`config.mk`:
```
export PLATFORM = sky130hd
export DESIGN_NAME = alu_seq
export DESIGN_NICKNAME = d
export VERILOG_FILES = /design/src/rtl/alu_pkg.sv /design/src/rtl/alu_muldiv_iter.sv /design/src/rtl/alu_seq.sv
export SDC_FILE = /design/constraint.sdc
export NUM_CORES = 1
export LEC_CHECK = 0
export BUFFER_PORTS_ARGS = -buffer_cell sky130_fd_sc_hd__buf_2
export CORE_MARGIN = 4
export CORE_UTILIZATION = 52
export DETAILED_ROUTE_END_ITERATION = 8
export HOLD_SLACK_MARGIN = 0.15
export PLACE_DENSITY_LB_ADDON = 0.1
export SYNTH_ARGS = -nofsm -noshare
export SYNTH_HDL_FRONTEND = slang
export SYNTH_SLANG_ARGS = --single-unit
```
`constraint.sdc`:
```
create_clock -name clk -period 11.3 [get_ports clk]
set_input_delay 2.825 -clock clk [delete_from_list [all_inputs] [get_ports clk]]
set_output_delay 2.825 -clock clk [all_outputs]
set_load 0.03 [all_outputs]
```
`src/rtl/alu_pkg.sv`:
```
// alu_pkg: shared opcode/state types and opcode classification for alu_seq.
//   alu_op_e      4-bit opcode encoding (1110/1111 are unassigned -> illegal)
//   alu_state_e   sequencer states
//   is_multicycle opcode needs the iterative mul/div unit
package alu_pkg;

  typedef enum logic [3:0] {
    OP_SLL  = 4'b0000,
    OP_SRL  = 4'b0001,
    OP_SRA  = 4'b0010,
    OP_ADD  = 4'b0011,
    OP_SUB  = 4'b0100,
    OP_AND  = 4'b0101,
    OP_OR   = 4'b0110,
    OP_XOR  = 4'b0111,
    OP_SLT  = 4'b1000,
    OP_EQ   = 4'b1001,
    OP_NE   = 4'b1010,
    OP_MUL  = 4'b1011,
    OP_DIVU = 4'b1100,
    OP_REMU = 4'b1101
  } alu_op_e;

  typedef enum logic [1:0] {
    IDLE = 2'b00,
    BUSY = 2'b01,
    DONE = 2'b10
  } alu_state_e;

  function automatic logic is_multicycle(input logic [3:0] op);
    return (op == OP_MUL) || (op == OP_DIVU) || (op == OP_REMU);
  endfunction

endpackage

```
`src/rtl/alu_muldiv_iter.sv`:
```
// alu_muldiv_iter: iterative multiply (shift-add) and unsigned divide/remainder
// (restoring), one iteration per cycle, WIDTH iterations per operation.
//   clk, rst     clock, synchronous active-high reset (aborts any operation)
//   start        latch a, b, op and begin iterating
//   op           OP_MUL, OP_DIVU or OP_REMU
//   a, b         operands (a = multiplicand/dividend, b = multiplier/divisor)
//   done         high during the final iteration cycle
//   result       final value, valid while done is high
module alu_muldiv_iter
  import alu_pkg::*;
#(
  parameter int WIDTH = 32
) (
  input  logic             clk,
  input  logic             rst,
  input  logic             start,
  input  alu_op_e          op,
  input  logic [WIDTH-1:0] a,
  input  logic [WIDTH-1:0] b,
  output logic             done,
  output logic [WIDTH-1:0] result
);

  localparam int CW = $clog2(WIDTH);

  // Registers are shared between the two algorithms:
  //   x: product accumulator  / partial remainder
  //   y: multiplier (>>)      / dividend shifting out, quotient shifting in
  //   z: multiplicand (<<)    / divisor
  logic             busy_q;
  logic [CW-1:0]    cnt_q;
  alu_op_e          op_q;
  logic [WIDTH-1:0] x_q, y_q, z_q;
  logic [WIDTH-1:0] x_d, y_d, z_d;
  logic [WIDTH:0]   trial;

  always_comb begin
    trial = {x_q, y_q[WIDTH-1]} - {1'b0, z_q};
    x_d   = x_q;
    y_d   = y_q;
    z_d   = z_q;
    if (op_q == OP_MUL) begin
      x_d = x_q + (y_q[0] ? z_q : '0);
      y_d = y_q >> 1;
      z_d = z_q << 1;
    end else if (!trial[WIDTH]) begin
      // A zero divisor never borrows: quotient fills with ones and the
      // remainder collects the dividend unchanged.
      x_d = trial[WIDTH-1:0];
      y_d = {y_q[WIDTH-2:0], 1'b1};
    end else begin
      x_d = {x_q[WIDTH-2:0], y_q[WIDTH-1]};
      y_d = {y_q[WIDTH-2:0], 1'b0};
    end
  end

  // Result is taken from the next-state values so it is usable in the same
  // cycle as the last iteration.
  assign done   = busy_q && (cnt_q == CW'(WIDTH - 1));
  assign result = (op_q == OP_DIVU) ? y_d : x_d;

  always_ff @(posedge clk) begin
    if (rst) begin
      busy_q <= 1'b0;
      cnt_q  <= '0;
      op_q   <= OP_MUL;
      x_q    <= '0;
      y_q    <= '0;
      z_q    <= '0;
    end else if (start) begin
      busy_q <= 1'b1;
      cnt_q  <= '0;
      op_q   <= op;
      x_q    <= '0;
      y_q    <= (op == OP_MUL) ? b : a;
      z_q    <= (op == OP_MUL) ? a : b;
    end else if (busy_q) begin
      x_q   <= x_d;
      y_q   <= y_d;
      z_q   <= z_d;
      cnt_q <= cnt_q + 1'b1;
      if (done) begin
        busy_q <= 1'b0;
      end
    end
  end

endmodule

```
`src/rtl/alu_seq.sv`:
```
// alu_seq: handshaked ALU between issue and writeback. Single-cycle ops
// (shifts, add/sub, logic, compares) have 1-cycle latency; MUL/DIVU/REMU
// iterate for WIDTH cycles in alu_muldiv_iter.
// Build option: define ALU_SEQ_MULDIV_EN to include MUL/DIVU/REMU; without
// it those opcodes are illegal (1-cycle, result 0, alu_err=1).
//   clk, rst                 clock, synchronous active-high reset
//   in_valid/in_ready        operation handshake (alu_op, op1, op2)
//   out_valid/out_ready      result handshake (alu_result, alu_err)
module alu_seq
  import alu_pkg::*;
#(
  parameter  int WIDTH = 32,
  localparam int SHW   = $clog2(WIDTH)
) (
  input  logic             clk,
  input  logic             rst,
  input  logic             in_valid,
  output logic             in_ready,
  input  logic [3:0]       alu_op,
  input  logic [WIDTH-1:0] op1,
  input  logic [WIDTH-1:0] op2,
  output logic             out_valid,
  input  logic             out_ready,
  output logic [WIDTH-1:0] alu_result,
  output logic             alu_err
);

  alu_state_e       state_q;
  logic             out_valid_q;
  logic [WIDTH-1:0] result_q;
  logic             err_q;

  logic             accept;
  logic [SHW-1:0]   shamt;
  logic [WIDTH-1:0] sc_result_d;
  logic             sc_err_d;

  assign out_valid  = out_valid_q;
  assign alu_result = result_q;
  assign alu_err    = err_q;
  assign shamt      = op2[SHW-1:0];

  // DONE forwards out_ready so a new op can replace the held result in the
  // same cycle it is consumed.
  always_comb begin
    in_ready = (state_q == IDLE) || ((state_q == DONE) && out_ready);
    accept   = in_valid && in_ready;
  end

  // Multicycle opcodes land in the default arm; with the mul/div unit built
  // they are steered to BUSY before this result is ever used.
  always_comb begin
    sc_result_d = '0;
    sc_err_d    = 1'b0;
    case (alu_op)
      OP_SLL: sc_result_d = op1 << shamt;
      OP_SRL: sc_result_d = op1 >> shamt;
      OP_SRA: sc_result_d = $unsigned($signed(op1) >>> shamt);
      OP_ADD: sc_result_d = op1 + op2;
      OP_SUB: sc_result_d = op1 - op2;
      OP_AND: sc_result_d = op1 & op2;
      OP_OR:  sc_result_d = op1 | op2;
      OP_XOR: sc_result_d = op1 ^ op2;
      OP_SLT: sc_result_d = {{(WIDTH-1){1'b0}}, ($signed(op1) < $signed(op2))};
      OP_EQ:  sc_result_d = {{(WIDTH-1){1'b0}}, (op1 == op2)};
      OP_NE:  sc_result_d = {{(WIDTH-1){1'b0}}, (op1 != op2)};
      default: begin
        sc_result_d = '0;
        sc_err_d    = 1'b1;
      end
    endcase
  end

`ifdef ALU_SEQ_MULDIV_EN
  logic             md_done;
  logic [WIDTH-1:0] md_result;

  alu_muldiv_iter #(
    .WIDTH(WIDTH)
  ) u_muldiv (
    .clk    (clk),
    .rst    (rst),
    .start  (accept && is_multicycle(alu_op)),
    .op     (alu_op_e'(alu_op)),
    .a      (op1),
    .b      (op2),
    .done   (md_done),
    .result (md_result)
  );
`endif

  always_ff @(posedge clk) begin
    if (rst) begin
      state_q     <= IDLE;
      out_valid_q <= 1'b0;
      result_q    <= '0;
      err_q       <= 1'b0;
    end else begin
      case (state_q)
        IDLE, DONE: begin
          if (accept) begin
`ifdef ALU_SEQ_MULDIV_EN
            if (is_multicycle(alu_op)) begin
              state_q     <= BUSY;
              out_valid_q <= 1'b0;
            end else
`endif
            begin
              state_q     <= DONE;
              out_valid_q <= 1'b1;
              result_q    <= sc_result_d;
              err_q       <= sc_err_d;
            end
          end else if ((state_q == DONE) && out_ready) begin
            state_q     <= IDLE;
            out_valid_q <= 1'b0;
          end
        end
`ifdef ALU_SEQ_MULDIV_EN
        BUSY: begin
          if (md_done) begin
            state_q     <= DONE;
            out_valid_q <= 1'b1;
            result_q    <= md_result;
            err_q       <= 1'b0;
          end
        end
`endif
        default: begin
          state_q     <= IDLE;
          out_valid_q <= 1'b0;
        end
      endcase
    end
  end

endmodule

```
# ---- Yosys cells after proc, flatten, opt, wreduce, memory -nomap -nowiden
# Cells that the tools add are included.
dict set report word_totals {
  out_inout_bits 35
  wordCells 42
  regBits 35
  input_bits 72
}
dict set report classes {
  n_reduce_logical 10
  eq_ne 12
  bitwise_logic 4
  add_sub_neg 2
  order_cmp 1
  muxes 6
  shift 3
}
# op count
set op_table {}
lappend op_table {{32-bit case mux with 11 select lines} 1}
lappend op_table {{32-bit adder} 1}
lappend op_table {{32-bit bitwise AND} 1}
lappend op_table {{32-bit equality test} 1}
lappend op_table {{32-bit < comparator} 1}
lappend op_table {{32-bit != test} 1}
lappend op_table {{32-bit bitwise OR} 1}
lappend op_table {{32-bit by 5-bit << shifter with 32-bit output} 1}
lappend op_table {{32-bit by 5-bit >> shifter with 32-bit output} 1}
lappend op_table {{32-bit by 5-bit >>> shifter with 32-bit output} 1}
lappend op_table {{32-bit subtractor} 1}
lappend op_table {{32-bit bitwise XOR} 1}
lappend op_table {{4-bit by 3-bit equality test with 1-bit output, second input constant} 4}
lappend op_table {{4-bit equality test, second input constant} 3}
lappend op_table {{11-bit OR reduction} 1}
lappend op_table {{4-bit by 2-bit equality test with 1-bit output, second input constant} 2}
lappend op_table {{4-bit by 1-bit equality test with 1-bit output, second input constant} 1}
lappend op_table {{4-bit zero test} 1}
lappend op_table {{2-bit 2-to-1 mux} 2}
lappend op_table {{2-bit OR reduction} 2}
lappend op_table {{1-bit 2-to-1 mux} 3}
lappend op_table {{1-bit logical AND} 2}
lappend op_table {{2-bit zero test} 1}
lappend op_table {{2-bit AND reduction} 1}
lappend op_table {{other kinds (3)} 3}

# ---- Logic depth before layout (Yosys ltp)
dict set report logic_depth {
  ltp_word 4
  mapped_depth 16
  depth_no_buf 12
}

# ---- Worst setup path after synthesis
# OpenSTA, ideal clock, no wires.
dict set report synth_timing {
  path_type {input-to-reg}
  from {input port op2[3]}
  to {register result_q[18] (netlist: alu_result[18])}
  setup_time_ns 0.117
  arrival_time_ns 6.264
  n_path_buf 5
  required_time_ns 11.183
  path_slack_ns 4.920
  stages 16
  cell_sequence {clkbuf_1 > inv_1 > buf_2 > buf_1 > buf_1 > ha_1 > buf_2 > or2_1 > o2111ai_1 > nand4_1 > o311a_1 > o31a_1 > o31ai_2 > o221ai_1 > a221o_1 > a22o_1}
}
dict set report synth_between {
  elab_chain_len 2
  word_cells_on_any_way 6
  classes_between {add/sub (2); shift (3); mux (1)}
}
# item line_no
set synth_rtl {}
lappend synth_rtl {{start: declaration} alu_seq.sv:21} ;# input logic [WIDTH-1:0] op2,
lappend synth_rtl {{32-bit subtractor, or another cell as far along} alu_seq.sv:60} ;# OP_SUB: sc_result_d = op1 - op2;
lappend synth_rtl {{32-bit case mux with 11 select lines (*)} alu_seq.sv:55} ;# case (alu_op)
lappend synth_rtl {{end signal: assignment} alu_seq.sv:111} ;# result_q <= sc_result_d;
lappend synth_rtl {{end: declaration} alu_seq.sv:30} ;# logic [WIDTH-1:0] result_q;
# Mark *: on every way between the ends. The rest lies on a longest branch, timed or not.
# A chain may end at the register's enable or synchronous reset.

# ---- Worst setup path after layout
dict set report layout_timing {
  from {input port op2[1]}
  to {register result_q[31] (netlist: alu_result[31])}
}
# The elaborated chain is that of the path after synthesis.

==> impl_metrics.env <==
export IMPL_postLayoutCellArea_um2=10950
export IMPL_grt_ovfl_total=0
export IMPL_cts_tree="yes"
export IMPL_grt_use_total=0.4239
export IMPL_grt_pass1_vias=11270
export IMPL_cts_buffer_depth=2
export IMPL_seq_area_frac_synth=0.06610
export IMPL_fp_dieH_um=148.7
export IMPL_detail_route_first_pass_iterations=7
export IMPL_async_flop_share=0
export IMPL_p_total_uw=812.9
export IMPL_fmax_ghz=0.1431
export IMPL_rsz0062_at_grt="no"
export IMPL_drv_cap=0
export IMPL_r2r_slack_ns=8.43
export IMPL_rows=51
export IMPL_arrival_ns=7.21
export IMPL_max_slew_margin_rel=0.1481
export IMPL_post_route_util=0.5624
export IMPL_hpwl_um=38060
export IMPL_internal_power_uw=389.9
export IMPL_synth_most_common_cell="nand2_1"
export IMPL_grt_max_degree=83
export IMPL_synth_area_um2=10300
export IMPL_place_area_um2=10800
export IMPL_yosysTopAreaCellShare=0.1349
export IMPL_power_frac_comb=0.655
export IMPL_gp_congestion=1.077
export IMPL_clk_pin_slew_ns=0.06
export IMPL_finalHoldViolCount=0
export IMPL_postCtsHoldBufs=0
export IMPL_synth_main_ff_cell="dfxtp_1"
export IMPL_rr_startpoint="state_q[1]"
export IMPL_grt_first_pass_wirelength_um=71770
export IMPL_synth_top_area_cell="ha_1"
export IMPL_switching_share=0.5203
export IMPL_critPathKind="in -> reg"
export IMPL_final_setup_tns_ns=0
export IMPL_clkPwrFrac=0.180
export IMPL_vias_per_cell=7.117
export IMPL_critical_path_max_fanout=39
export IMPL_core_area_um2=19460
export IMPL_r2r_end="alu_result[28]"
export IMPL_root_buffer="clkbuf_16"
export IMPL_tightest_slew_ns=1.246
export IMPL_io_buffer_count=106
export IMPL_p_sw_uw=422.9
export IMPL_worstPathRequired_ns=11.52
export IMPL_ys_warnings_count=0
export IMPL_drv_slew=0
export IMPL_min_from="alu_result[3]"
export IMPL_synth_area_per_cell_um2=6.958
export IMPL_syn_instance_count=1480
export IMPL_ys_top_cells_by_area="ha_1 13%, dfxtp_1 6.6%, a21oi_1 6.3%, nand2_1 5.9%, mux2i_1 5.9%"
export IMPL_drc=0
export IMPL_synth_edf_count=0
export IMPL_antenna_found_initial=1
export IMPL_whs_ns=0.4427
export IMPL_ir_drop_mv=0.05538
export IMPL_ios=107
export IMPL_fp_dieW_um=148.7
export IMPL_r2r_cells=6
export IMPL_ys_ff_latch=34
export IMPL_post_cts_setup_buffer_count=0
export IMPL_drive_gt1_frac=0.1523
export IMPL_whs_path_depth=2
export IMPL_wire_per_inst_um=27.65
export IMPL_power_density_nw_per_um2=74.27
export IMPL_yosys_top_cells_count="163 x nand2_1, 152 x nor2_1, 130 x a21oi_1, 111 x ha_1, 111 x o21ai_0"
export IMPL_setup_violations_final=0
export IMPL_cts_resized=0
export IMPL_hold_path_class="reg -> reg"
export IMPL_nets=1688
export IMPL_antenna_left=0
export IMPL_p_leak_nw=4.750
export IMPL_endpoint_kind="register"
export IMPL_status="completed"
export IMPL_ys_types=104
export IMPL_synth_fp_nets=1665
export IMPL_drt_wl_total_um=48950
export IMPL_crit_path_start_kind="primary input"
export IMPL_dieArea_um2=22120
export IMPL_period_share=0.6186
export IMPL_initial_core_util=0.5291
export IMPL_clock_latency_ns=0.29
export IMPL_pwr_share_seq=0.165
export IMPL_clkSinkCount=34
export IMPL_finalCriticalPeriod_ns=6.990
export IMPL_num_vias=12600
export IMPL_first_iter_violations=2000
export IMPL_min_to="alu_result[3]"
export IMPL_cts_max_level=2
export IMPL_synthToLayoutAreaGrowth_pct=6.294
export IMPL_cts_inserted_buffers=5
export IMPL_fin_skew_ns=0.003490
-- final cells by class --
cell class / instances / area (µm²)
clock buffer: 7 / 142.6
multi-input combinational: 1238 / 8728
timing repair buffer: 127 / 690.7
sequential: 34 / 680.7
fill: 1959 / 8517
tap: 265 / 331.6
antenna: 1 / 2.502
clock inverter: 1 / 5.005
inverter: 97 / 364.1
-- cell families after synthesis --
| family | synth area share |
|---|---|
| buffers and inverters | 0.08919 |
| xor gates and xnor gates | 0.006805 |
| DFF | 0.06610 |
| and+or+nand+nor | 0.2070 |
| AOI/OAI and AO/OA | 0.3482 |
| muxes | 0.1439 |
| adders and majority gates | 0.1388 |
-- worst max path at each step --
stage                     startpoint             end  cells past startpoint
after global routing          op2[3]  alu_result[29]                     14
after global placement        op2[1]  alu_result[29]                     12
after detailed placement      op2[1]  alu_result[29]                     12
after CTS                     op2[1]  alu_result[31]                     12
final                         op2[1]  alu_result[31]                     12
after floorplan               op2[3]  alu_result[18]                     16
-- critical path, stage by stage --
cell and delay, ns:
buf_4 0.39, clkinv_1 0.53, ha_1 0.54, a211oi_1 0.32, o211ai_1 0.18, a31oi_1 0.82
o2111ai_1 0.28, a31oi_1 0.38, o21ai_0 0.23, o41ai_1 0.39, o2111ai_1 0.19, o211ai_1 0.13
-- cells in the final DEF, fill, tap and decap left out, types with 15 or more instances in the layout --
cell	n
o211ai_1	28
nor2_1	152
nand2_1	163
dfxtp_1	34
inv_1	96
a21oi_1	130
nand3_1	29
nor3_1	24
o22ai_1	17
mux2_2	40
mux4_2	18
a221oi_1	19
ha_1	111
buf_4	22
a211oi_1	19
mux2i_1	61
o21ai_0	111
o2111ai_1	15
buf_2	105
-- layer usage --
metal / global-route usage / wire length (µm) / vias to the layer above
li1: - / - / 5547
met1: 0.5892 / 19660 / 5832
met2: 0.6115 / 19790 / 1007
met3: 0.09232 / 6125 / 209
met4: 0.2231 / 3360 / 2
met5: 0 / 13 / -
-- power by group through the flow --
stage	logic, mW	clock network (mW)	registers [mW]
floorplan	0.330	0	0.148
global route	0.561	0.150	0.134
global placement	0.506	0	0.136
finish	0.533	0.146	0.134
detailed placement	0.507	0	0.136
CTS	0.509	0.144	0.133
-- registers in the layout (all words and copies together) (netlist names) --
register    cells
alu_err         1
alu_result     32
state_q         1
-- per-stage QoR --
stage / worst slack (ns) / instances
floorplan: 4.920 / 1480
global placement: 4.339 / 1761
detailed placement: 4.310 / 1761
CTS: 4.576 / 1769
global route: 4.184 / 1769
finish: 4.310 / 1770
Power figures use the tool's default switching activity.
